--- config.mk ---
export PLATFORM = sky130hd
export DESIGN_NAME = mdu
export DESIGN_NICKNAME = d
export VERILOG_FILES = /design/src/rtl/mdu.sv
export SDC_FILE = /design/constraint.sdc
export NUM_CORES = 1
export LEC_CHECK = 0
export ABC_CLOCK_PERIOD_IN_PS = 10800
export CORE_UTILIZATION = 67
export CTS_CLUSTER_SIZE = 24
export DETAILED_ROUTE_END_ITERATION = 7
export GPL_ROUTABILITY_DRIVEN = 0
export PLACE_DENSITY = 0.88
export SYNTH_ARGS = -nofsm -noshare
export SYNTH_HDL_FRONTEND = slang
export SYNTH_SLANG_ARGS = --single-unit
--- constraint.sdc ---
create_clock -name clk_i -period 10.8 [get_ports clk_i]
set_clock_uncertainty 0.05 [all_clocks]
set_input_delay 2.16 -clock clk_i [delete_from_list [all_inputs] [get_ports clk_i]]
set_output_delay 2.16 -clock clk_i [all_outputs]
set_load 0.05 [all_outputs]
--- src/rtl/mdu.sv ---
// mdu: iterative RV32M multiply/divide unit.
// Multiplies use 32-cycle shift-add. Divides use 32-cycle restoring division.
// Each result is produced as one register-file write-back beat.
module mdu (
    input  logic        clk_i,
    input  logic        rst_ni,
    input  logic        req_i,
    input  logic [2:0]  op_i,
    input  logic [31:0] a_i,
    input  logic [31:0] b_i,
    input  logic [4:0]  rd_i,
    input  logic        kill_i,
    output logic        busy_o,
    output logic        valid_o,
    output logic [31:0] result_o,
    output logic [4:0]  wa_o,
    output logic        we_o
);

    localparam int unsigned XLEN = 32;
    localparam int unsigned CW   = 6;

    localparam logic [2:0] OP_MUL    = 3'b000;
    localparam logic [2:0] OP_MULH   = 3'b001;
    localparam logic [2:0] OP_MULHSU = 3'b010;
    localparam logic [2:0] OP_DIV    = 3'b100;
    localparam logic [2:0] OP_DIVU   = 3'b101;
    localparam logic [2:0] OP_REM    = 3'b110;

    typedef enum logic [1:0] {S_IDLE, S_CALC, S_FIX, S_DONE} state_t;

    state_t              r_state;
    logic [CW-1:0]       r_cnt;
    logic [2:0]          r_op;
    logic [4:0]          r_rd;
    logic                r_neg;
    logic                r_dz;
    logic [2*XLEN-1:0]   r_x;     // multiplicand (shifts left) / dividend-quotient in [31:0]
    logic [XLEN-1:0]     r_b;     // multiplier (shifts right) / divisor
    logic [2*XLEN-1:0]   r_acc;   // product accumulator
    logic [XLEN-1:0]     r_rem;   // partial remainder
    logic                r_busy;
    logic                r_valid;
    logic                r_we;
    logic [XLEN-1:0]     r_result;
    logic [4:0]          r_wa;

    logic                w_a_sgn_op;
    logic                w_b_sgn_op;
    logic                w_a_neg;
    logic                w_b_neg;
    logic [XLEN-1:0]     w_a_mag;
    logic [XLEN-1:0]     w_b_mag;
    logic                w_neg_flag;
    logic [2*XLEN-1:0]   w_acc_next;
    logic [XLEN:0]       w_sh;
    logic [XLEN:0]       w_diff;
    logic                w_ge;
    logic [2*XLEN-1:0]   w_prod;
    logic [XLEN-1:0]     w_quo;
    logic [XLEN-1:0]     w_rem;
    logic [XLEN-1:0]     w_fix_res;

    // Operand signedness per funct3; MUL low word is computed as signed.
    always_comb begin
        w_a_sgn_op = 1'b0;
        w_b_sgn_op = 1'b0;
        case (op_i)
            OP_MUL, OP_MULH, OP_DIV, OP_REM: begin
                w_a_sgn_op = 1'b1;
                w_b_sgn_op = 1'b1;
            end
            OP_MULHSU: w_a_sgn_op = 1'b1;
            default: ;
        endcase
    end

    // Magnitudes and result sign captured at accept.
    always_comb begin
        w_a_neg    = w_a_sgn_op & a_i[XLEN-1];
        w_b_neg    = w_b_sgn_op & b_i[XLEN-1];
        w_a_mag    = w_a_neg ? (~a_i + XLEN'(1)) : a_i;
        w_b_mag    = w_b_neg ? (~b_i + XLEN'(1)) : b_i;
        w_neg_flag = (op_i[2] & op_i[1]) ? w_a_neg : (w_a_neg ^ w_b_neg);
    end

    // One iteration of shift-add multiply and of restoring divide.
    always_comb begin
        w_acc_next = r_acc + (r_b[0] ? r_x : (2*XLEN)'(0));
        w_sh       = {r_rem, r_x[XLEN-1]};
        w_diff     = w_sh - {1'b0, r_b};
        w_ge       = ~w_diff[XLEN];
    end

    // Sign fix-up and result selection.
    always_comb begin
        w_prod = r_neg ? (~r_acc + (2*XLEN)'(1)) : r_acc;
        w_quo  = r_dz ? {XLEN{1'b1}} : (r_neg ? (~r_x[XLEN-1:0] + XLEN'(1)) : r_x[XLEN-1:0]);
        w_rem  = r_neg ? (~r_rem + XLEN'(1)) : r_rem;
        w_fix_res = w_prod[2*XLEN-1:XLEN];
        case (r_op)
            OP_MUL:           w_fix_res = w_prod[XLEN-1:0];
            OP_DIV, OP_DIVU:  w_fix_res = w_quo;
            OP_REM, 3'b111:   w_fix_res = w_rem;
            default:          w_fix_res = w_prod[2*XLEN-1:XLEN];
        endcase
    end

    // Control FSM, datapath and registered outputs.
    always_ff @(posedge clk_i or negedge rst_ni) begin
        if (!rst_ni) begin
            r_state  <= S_IDLE;
            r_cnt    <= '0;
            r_op     <= '0;
            r_rd     <= '0;
            r_neg    <= 1'b0;
            r_dz     <= 1'b0;
            r_x      <= '0;
            r_b      <= '0;
            r_acc    <= '0;
            r_rem    <= '0;
            r_busy   <= 1'b0;
            r_valid  <= 1'b0;
            r_we     <= 1'b0;
            r_result <= '0;
            r_wa     <= '0;
        end else begin
            r_valid <= 1'b0;
            r_we    <= 1'b0;
            case (r_state)
                S_IDLE: begin
                    if (req_i && !kill_i) begin
                        r_op    <= op_i;
                        r_rd    <= rd_i;
                        r_neg   <= w_neg_flag;
                        r_dz    <= (b_i == '0);
                        r_x     <= {XLEN'(0), w_a_mag};
                        r_b     <= w_b_mag;
                        r_acc   <= '0;
                        r_rem   <= '0;
                        r_cnt   <= '0;
                        r_busy  <= 1'b1;
                        r_state <= S_CALC;
                    end
                end
                S_CALC: begin
                    if (kill_i) begin
                        r_busy  <= 1'b0;
                        r_state <= S_IDLE;
                    end else begin
                        if (r_op[2]) begin
                            r_rem <= w_ge ? w_diff[XLEN-1:0] : w_sh[XLEN-1:0];
                            r_x   <= {r_x[2*XLEN-1:XLEN], r_x[XLEN-2:0], w_ge};
                        end else begin
                            r_acc <= w_acc_next;
                            r_x   <= {r_x[2*XLEN-2:0], 1'b0};
                            r_b   <= {1'b0, r_b[XLEN-1:1]};
                        end
                        r_cnt <= r_cnt + CW'(1);
                        if (r_cnt == CW'(XLEN - 1)) begin
                            r_state <= S_FIX;
                        end
                    end
                end
                S_FIX: begin
                    if (kill_i) begin
                        r_busy  <= 1'b0;
                        r_state <= S_IDLE;
                    end else begin
                        r_result <= w_fix_res;
                        r_wa     <= r_rd;
                        r_valid  <= 1'b1;
                        r_we     <= (r_rd != '0);
                        r_state  <= S_DONE;
                    end
                end
                S_DONE: begin
                    r_busy  <= 1'b0;
                    r_state <= S_IDLE;
                end
                default: begin
                    r_busy  <= 1'b0;
                    r_state <= S_IDLE;
                end
            endcase
        end
    end

    assign busy_o   = r_busy;
    assign valid_o  = r_valid;
    assign result_o = r_result;
    assign wa_o     = r_wa;
    assign we_o     = r_we;

endmodule

# After elaboration in Yosys (flattened, before gate mapping)
# Cells that the tools add are included.
totals:
  reg_bits: 250
  input_bits: 76
  out_inout_bits: 40
  wordCells: 116
op_classes:
  addsub: 8
  eq_ne: 18
  n_mux: 43
  n_bitwise: 11
  reduce_logical: 20
ops:
  columns: ["operator", "count"]
  rows:
  - ["$mux W64", 8]
  - ["$mux W32", 12]
  - ["$pmux W64 S2", 2]
  - ["$add A32 B1 Y32 const B", 4]
  - ["$not A32 Y32", 4]
  - ["$pmux W32 S2", 2]
  - ["$pmux W32 S3", 1]
  - ["$add A64 B1 Y64 const B", 1]
  - ["$add A64 B64 Y64", 1]
  - ["$not A64 Y64", 1]
  - ["$sub A33 B32 Y33", 1]
  - ["$logic_not A32 Y1", 1]
  - ["$eq A3 B3 Y1 const B", 6]
  - ["$mux W6", 2]
  - ["$pmux W6 S2", 1]
  - ["$mux W1", 9]
  - ["$mux W2", 4]
  - ["$ne A2 B2 Y1 const B", 4]
  - ["$pmux W2 S4", 1]
  - ["$reduce_and A2 Y1", 4]
  - ["$reduce_and A4 Y1", 2]
  - ["$add A6 B1 Y6 const B", 1]
  - ["$eq A6 B5 Y1 const B", 1]
  - ["$logic_not A3 Y1", 2]
  - ["other kinds (19)", 25]

# Depth between registers and ports, before layout
depth:
  word_depth: 7
  ltp_mapped: 15
  mapped_depth_nobuf: 13

# Worst setup path before layout
# OpenSTA, ideal clock, no wires.
synth_timing:
  path_kind: "input-to-reg"
  start: "input port a_i[5]"
  end: "register r_x[29]"
  setup_ns: 0.077
  arrival_ns: 4.376
  t_required_ns: 10.673
  slack_ns: 6.297
  cell_stages: 9
  n_path_buf: 0
  path_cell_list: "nor4_1 -> nand3_1 -> or3_1 -> nor4_1 -> nand3b_1 -> o41ai_1 -> xnor2_1 -> mux2i_1 -> o21ai_1"
synth_via:
  elab_chain_cells: 5
synth_rtl:
  columns: ["element", "line", "text"]
  rows:
  - ["start, declared", "9", "input logic [31:0] a_i,"]
  - ["$not A32 Y32", "82", "w_a_mag = w_a_neg ? (~a_i + XLEN'(1)) : a_i;"]
  - ["$add A32 B1 Y32", "82", null]
  - ["$mux W32", "82", null]
  - ["$mux W64", "132", "if (req_i && !kill_i) begin"]
  - ["$pmux W64 S2", "130", "case (r_state)"]
  - ["end signal, assigned", "137", "r_x <= {XLEN'(0), w_a_mag};"]
  - ["end signal, assigned", "153", "r_x <= {r_x[2*XLEN-1:XLEN], r_x[XLEN-2:0], w_ge};"]
  - ["end signal, assigned", "156", "r_x <= {r_x[2*XLEN-2:0], 1'b0};"]
  - ["end, declared", "38", "logic [2*XLEN-1:0] r_x;"]
# No other way between the ends. The select of a mux whose other input is x is not followed.
# A chain may end at the register's enable or synchronous reset.

# Final worst setup path
layout_timing:
  start: "register r_state[1]"
  end: "register r_acc[13]"
layout_via:
  elab_chain_cells: 3
  elab_cells_between_ends: 8
  cone_classes: "4 x eq/ne; 1 x mux; 3 x reduce/logical"
layout_rtl:
  columns: ["element", "line", "text"]
  rows:
  - ["start, declared", "32", "state_t r_state;"]
  - ["start signal, assigned", "112", "r_state <= S_IDLE;"]
  - ["start signal, assigned", "143", "r_state <= S_CALC;"]
  - ["start signal, assigned", "149", "r_state <= S_IDLE;"]
  - ["$eq A2 B1 Y1 or $logic_not A2 Y1 (tied branches)", "130", null]
  - ["$ne A2 B2 Y1 (no line) or $reduce_bool A2 Y1 (tied branches)", null, null]
  - ["$reduce_and A4 Y1 (no line)", null, null]
  - ["end signal, assigned", "155", "r_acc <= w_acc_next;"]
  - ["end, declared", "40", "logic [2*XLEN-1:0] r_acc;"]
# Several ways; a longest one is shown, not always the timed one.

==> impl_metrics.py <==
metrics = {
    "outcome": {
        "status": "finished, final reports clean",
    },
    "floorplanning": {
        "die_width_microns": 178,
        "die_area_sq_um": 31800,
        "effective_utilization_at_floorplan_pct": 68.0,
        "ios": 116,
        "die_height_microns": 178,
        "row_count": 64,
        "fp.coreArea_sq_um": 30600,
    },
    "clock_network": {
        "cts_hold_buf": 0,
        "cts_tree": "done",
        "path_clk_slew_ps": 60,
        "cts_inserted_buffers": 30,
        "root_buffer": "clkbuf_16",
        "cts-root-to-sink-buffers": 3,
        "tritoncts_num_sinks": 250,
        "post_cts_resized": 0,
        "insertion_delay_ps": 570,
        "h-tree-depth": 1,
        "cts_setup_buffers": 0,
    },
    "yosys": {
        "ys_warn_count": 0,
        "post_synth_xor_area_fraction_pct": 10.5,
        "synthesized_area_fraction_occupied_by_ao_oa_aoi_and_oai_cells_pct": 26.3,
        "postSynthNetCount": 2824,
        "combinational_family_with_the_most_area_after_synthesis": "compound AO/OA/AOI/OAI gates",
        "average_size_of_a_mapped_cell_sq_um": 7.88,
        "synth-edff-count": 0,
        "asyncSetResetFlopFracSynth_pct": 100,
        "synth.area.mux_share_pct": 2.17,
        "synth.yosys.seq_area_share_pct": 30.1,
        "netlist_area_sq_um": 20800,
        "synth_seq_cells": 250,
        "synthFlopType": "dfrtp_1",
        "syn-instance-count": 2641,
        "synthSimpleGateAreaFrac_pct": 20.2,
        "synth-adder-area-share_pct": 6.50,
        "yosys.cell_types.count": 75,
    },
    "critical_path": {
        "timing.critical_path.to": "r_acc[13]",
        "reg2reg_to": "r_acc[13]",
        "timing.rr.start": "r_state[1]",
        "worst_r2r_path_cells": 8,
        "worst_ep_arrival_time_ps": 5540,
        "timing.critical_path.slowest_cell_delay_ps": 1050,
        "timing.critical_path.mode_cell": "buf_4",
        "setup.worst_path.start": "r_state[1]",
        "critical_path_peak_fanout": 110,
        "crit_path_top_delay_cell": "clkinv_1",
        "setup.worst_path.end_class": "flop",
        "setup.reg_to_reg.worst_slack_ps": 5650,
        "critical_path_depth": 8,
        "critical_path.top_delay_family": "buffers and inverters",
        "cp.buffers_inverters": 4,
        "crit_chain": "inv_1, ha_4, buf_4, clkinv_1, a21boi_1, nand2_4, buf_4, a22o_1",
        "critPathRequiredTime_ps": 11200,
        "worst_setup_path_type": "flop to flop",
        "crit_path_start_kind": "flop",
    },
    "worst_hold_path": {
        "hp-class": "flop to flop",
        "min_from": "wa_o[3]",
        "hold_depth": 2,
    },
    "final_layout": {
        "regArea_sq_um": 6260,
        "n_fill_cell": 2227,
        "fraction_of_layout_cells_with_a_size_suffix_above_1_pct": 3.96,
        "number_of_diodes": 0,
        "area_growth_pct": 10.9,
        "finish.instance_area_sq_um": 23100,
        "finish.cell_count_without_fillers": 3070,
        "final_nets": 2834,
        "multiInputGateArea_sq_um": 13700,
    },
    "grt": {
        "antenna_violations_before_repair": 0,
        "via_count_of_the_first_global_routing_pass": 19900,
        "maximum_number_of_pins_on_one_net_before_global_route_repair": 115,
        "grt_first_pass_wirelength_mm": 103,
        "grt_overflow": 0,
        "grt_usage_pct": 40.8,
    },
    "timing": {
        "relSlewSlack_pct": 13.4,
        "timing.final.max_slew_violations": 0,
        "setup-violations-final": 0,
        "hold_ws_ps": 422,
        "timing.fmax_mhz": 194,
        "worst_pin_slew_ps": 1290,
        "min_period_over_period_pct": 47.6,
        "setup_total_negative_slack_ps": 0,
        "hold_viol_final": 0,
        "min_period_ps": 5150,
        "rsz0062_at_grt": "no",
    },
    "detailed_routing": {
        "detail_route.iter0.violations": 2778,
        "finalWirelength_mm": 65.4,
        "drtPass1Iterations": 8,
        "detail-route-antenna-nets": 0,
        "route.detailed.drc": 0,
        "detail_route.vias_per_cell": 6.97,
        "routed_wire_length_per_instance_microns": 21.3,
        "vias": 21400,
    },
    "placed_design": {
        "cell_count_after_placement": 3015,
        "numPortBuffers": 115,
        "dpl_cell_area_sq_um": 22100,
        "place.detailed.hpwl_mm": 47.9,
    },
    "power": {
        "vdd_drop_max_v": 0.000294,
        "static-leakage-power_nw": 10.1,
        "power.density_nw_per_um2": 256,
        "fin_total_pwr_mw": 5.90,
    },
    "flow_run": {
        "maxCapViolCount": 0,
    },
}
## power by group
group | switching, mW | leakage [nW] | total (mW) | internal [mW]
Combinational | 2.11 | 6.25 | 3.25 | 1.14
Sequential | 0.431 | 3.36 | 1.60 | 1.17
Clock | 0.418 | 0.501 | 1.05 | 0.630
Total | 2.95 | 10.1 | 5.90 | 2.95
## worst register-to-register path, cell delays in order, from the launching register on
cell and delay (ps):
dfrtp_1 390, inv_1 130, ha_4 140, buf_4 780
clkinv_1 1080, a21boi_1 850, nand2_4 490, buf_4 510
a22o_1 620
## cells in the final DEF, fill, tap and decap left out, drive strengths merged, types with 15 or more instances in the layout
cell | Yosys | layout
mux2i | 35 | 35
clkbuf | 141 | 45
and3 | 16 | 16
or3 | 39 | 39
nor2 | 162 | 162
inv | 86 | 86
nand4 | 42 | 42
o31ai | 55 | 55
and2 | 68 | 68
ha | 105 | 105
nand3 | 36 | 36
a31oi | 17 | 17
a22o | 39 | 39
or4 | 21 | 21
nand2 | 337 | 337
a21o | 56 | 56
a221oi | 17 | 17
nor4 | 20 | 20
dfrtp | 250 | 250
xnor2 | 109 | 109
o21ai | 306 | 306
a21oi | 227 | 227
buf | 11 | 16
nand2b | 25 | 25
o41ai | 30 | 30
o21bai | 15 | 15
nor2b | 16 | 16
o221ai | 24 | 24
or2 | 19 | 19
clkdlybuf4s50 | 0 | 114
xor2 | 141 | 141
nor3 | 40 | 40
## worst min path at each step
stage	endpoint	slack (ps)
after floorplan	wa_o[2]	410
after global placement	result_o[15]	410
after detailed placement	wa_o[3]	410
after CTS	wa_o[3]	430
after global routing	result_o[6]	440
final	wa_o[3]	420
## flip-flops by register name (all words and copies together), names as in the netlist
register  flops
r_op          3
wa_o          5
r_cnt         6
result_o     32
r_acc        64
we_o          1
busy_o        1
r_rem        32
r_x          64
r_dz          1
r_b          32
r_rd          5
valid_o       1
r_neg         1
r_state       2
## cell families (layout without fill, tap and decap cells)
family                     count (synthesis)  count (layout)
AOI/OAI and AO/OA                        883             883
adders and majority gates                107             107
muxes                                     44              44
xor gates and xnor gates                 250             250
and+or+nand+nor                          868             868
DFF                                      250             250
buffers and inverters                    239             272
## metal layers
| layer | GRT usage [%] | wire (microns) | vias up |
|---|---|---|---|
| met1 | 54.4 | 25800 | 10100 |
| met4 | 17.4 | 3150 | 0 |
| met5 | 0.160 | 0 | - |
| met2 | 62.5 | 28200 | 1425 |
| li1 | - | - | 9563 |
| met3 | 10.4 | 8270 | 309 |
## through the flow
stage	util (%)	setup slack [ps]
2_1_floorplan	-	6300
3_3_place_gp	72.1	5530
3_5_place_dp	72.1	5400
4_1_cts	75.5	5770
5_1_grt	75.5	5390
6_report	75.5	5650
## area by class of cell
type,instances,area share (%)
multi-input combinational,2152,59.4
sequential,250,27.1
timing repair buffer,130,5.50
clock buffer,45,3.98
tap,396,2.15
inverter,87,1.41
clock inverter,10,0.466
## Yosys cell counts (56+ instances only)
cell,count,area [sq um]
inv_1,86,323
and2_1,67,419
clkbuf_1,141,529
o21ai_0,234,1170
nor2_1,162,608
a21o_1,56,420
xnor2_1,109,955
dfrtp_1,250,6260
xor2_1,141,1230
nand2_1,337,1260
ha_1,105,1310
o21ai_1,71,355
a21oi_1,227,1140
Power figures use the tool's default switching activity.
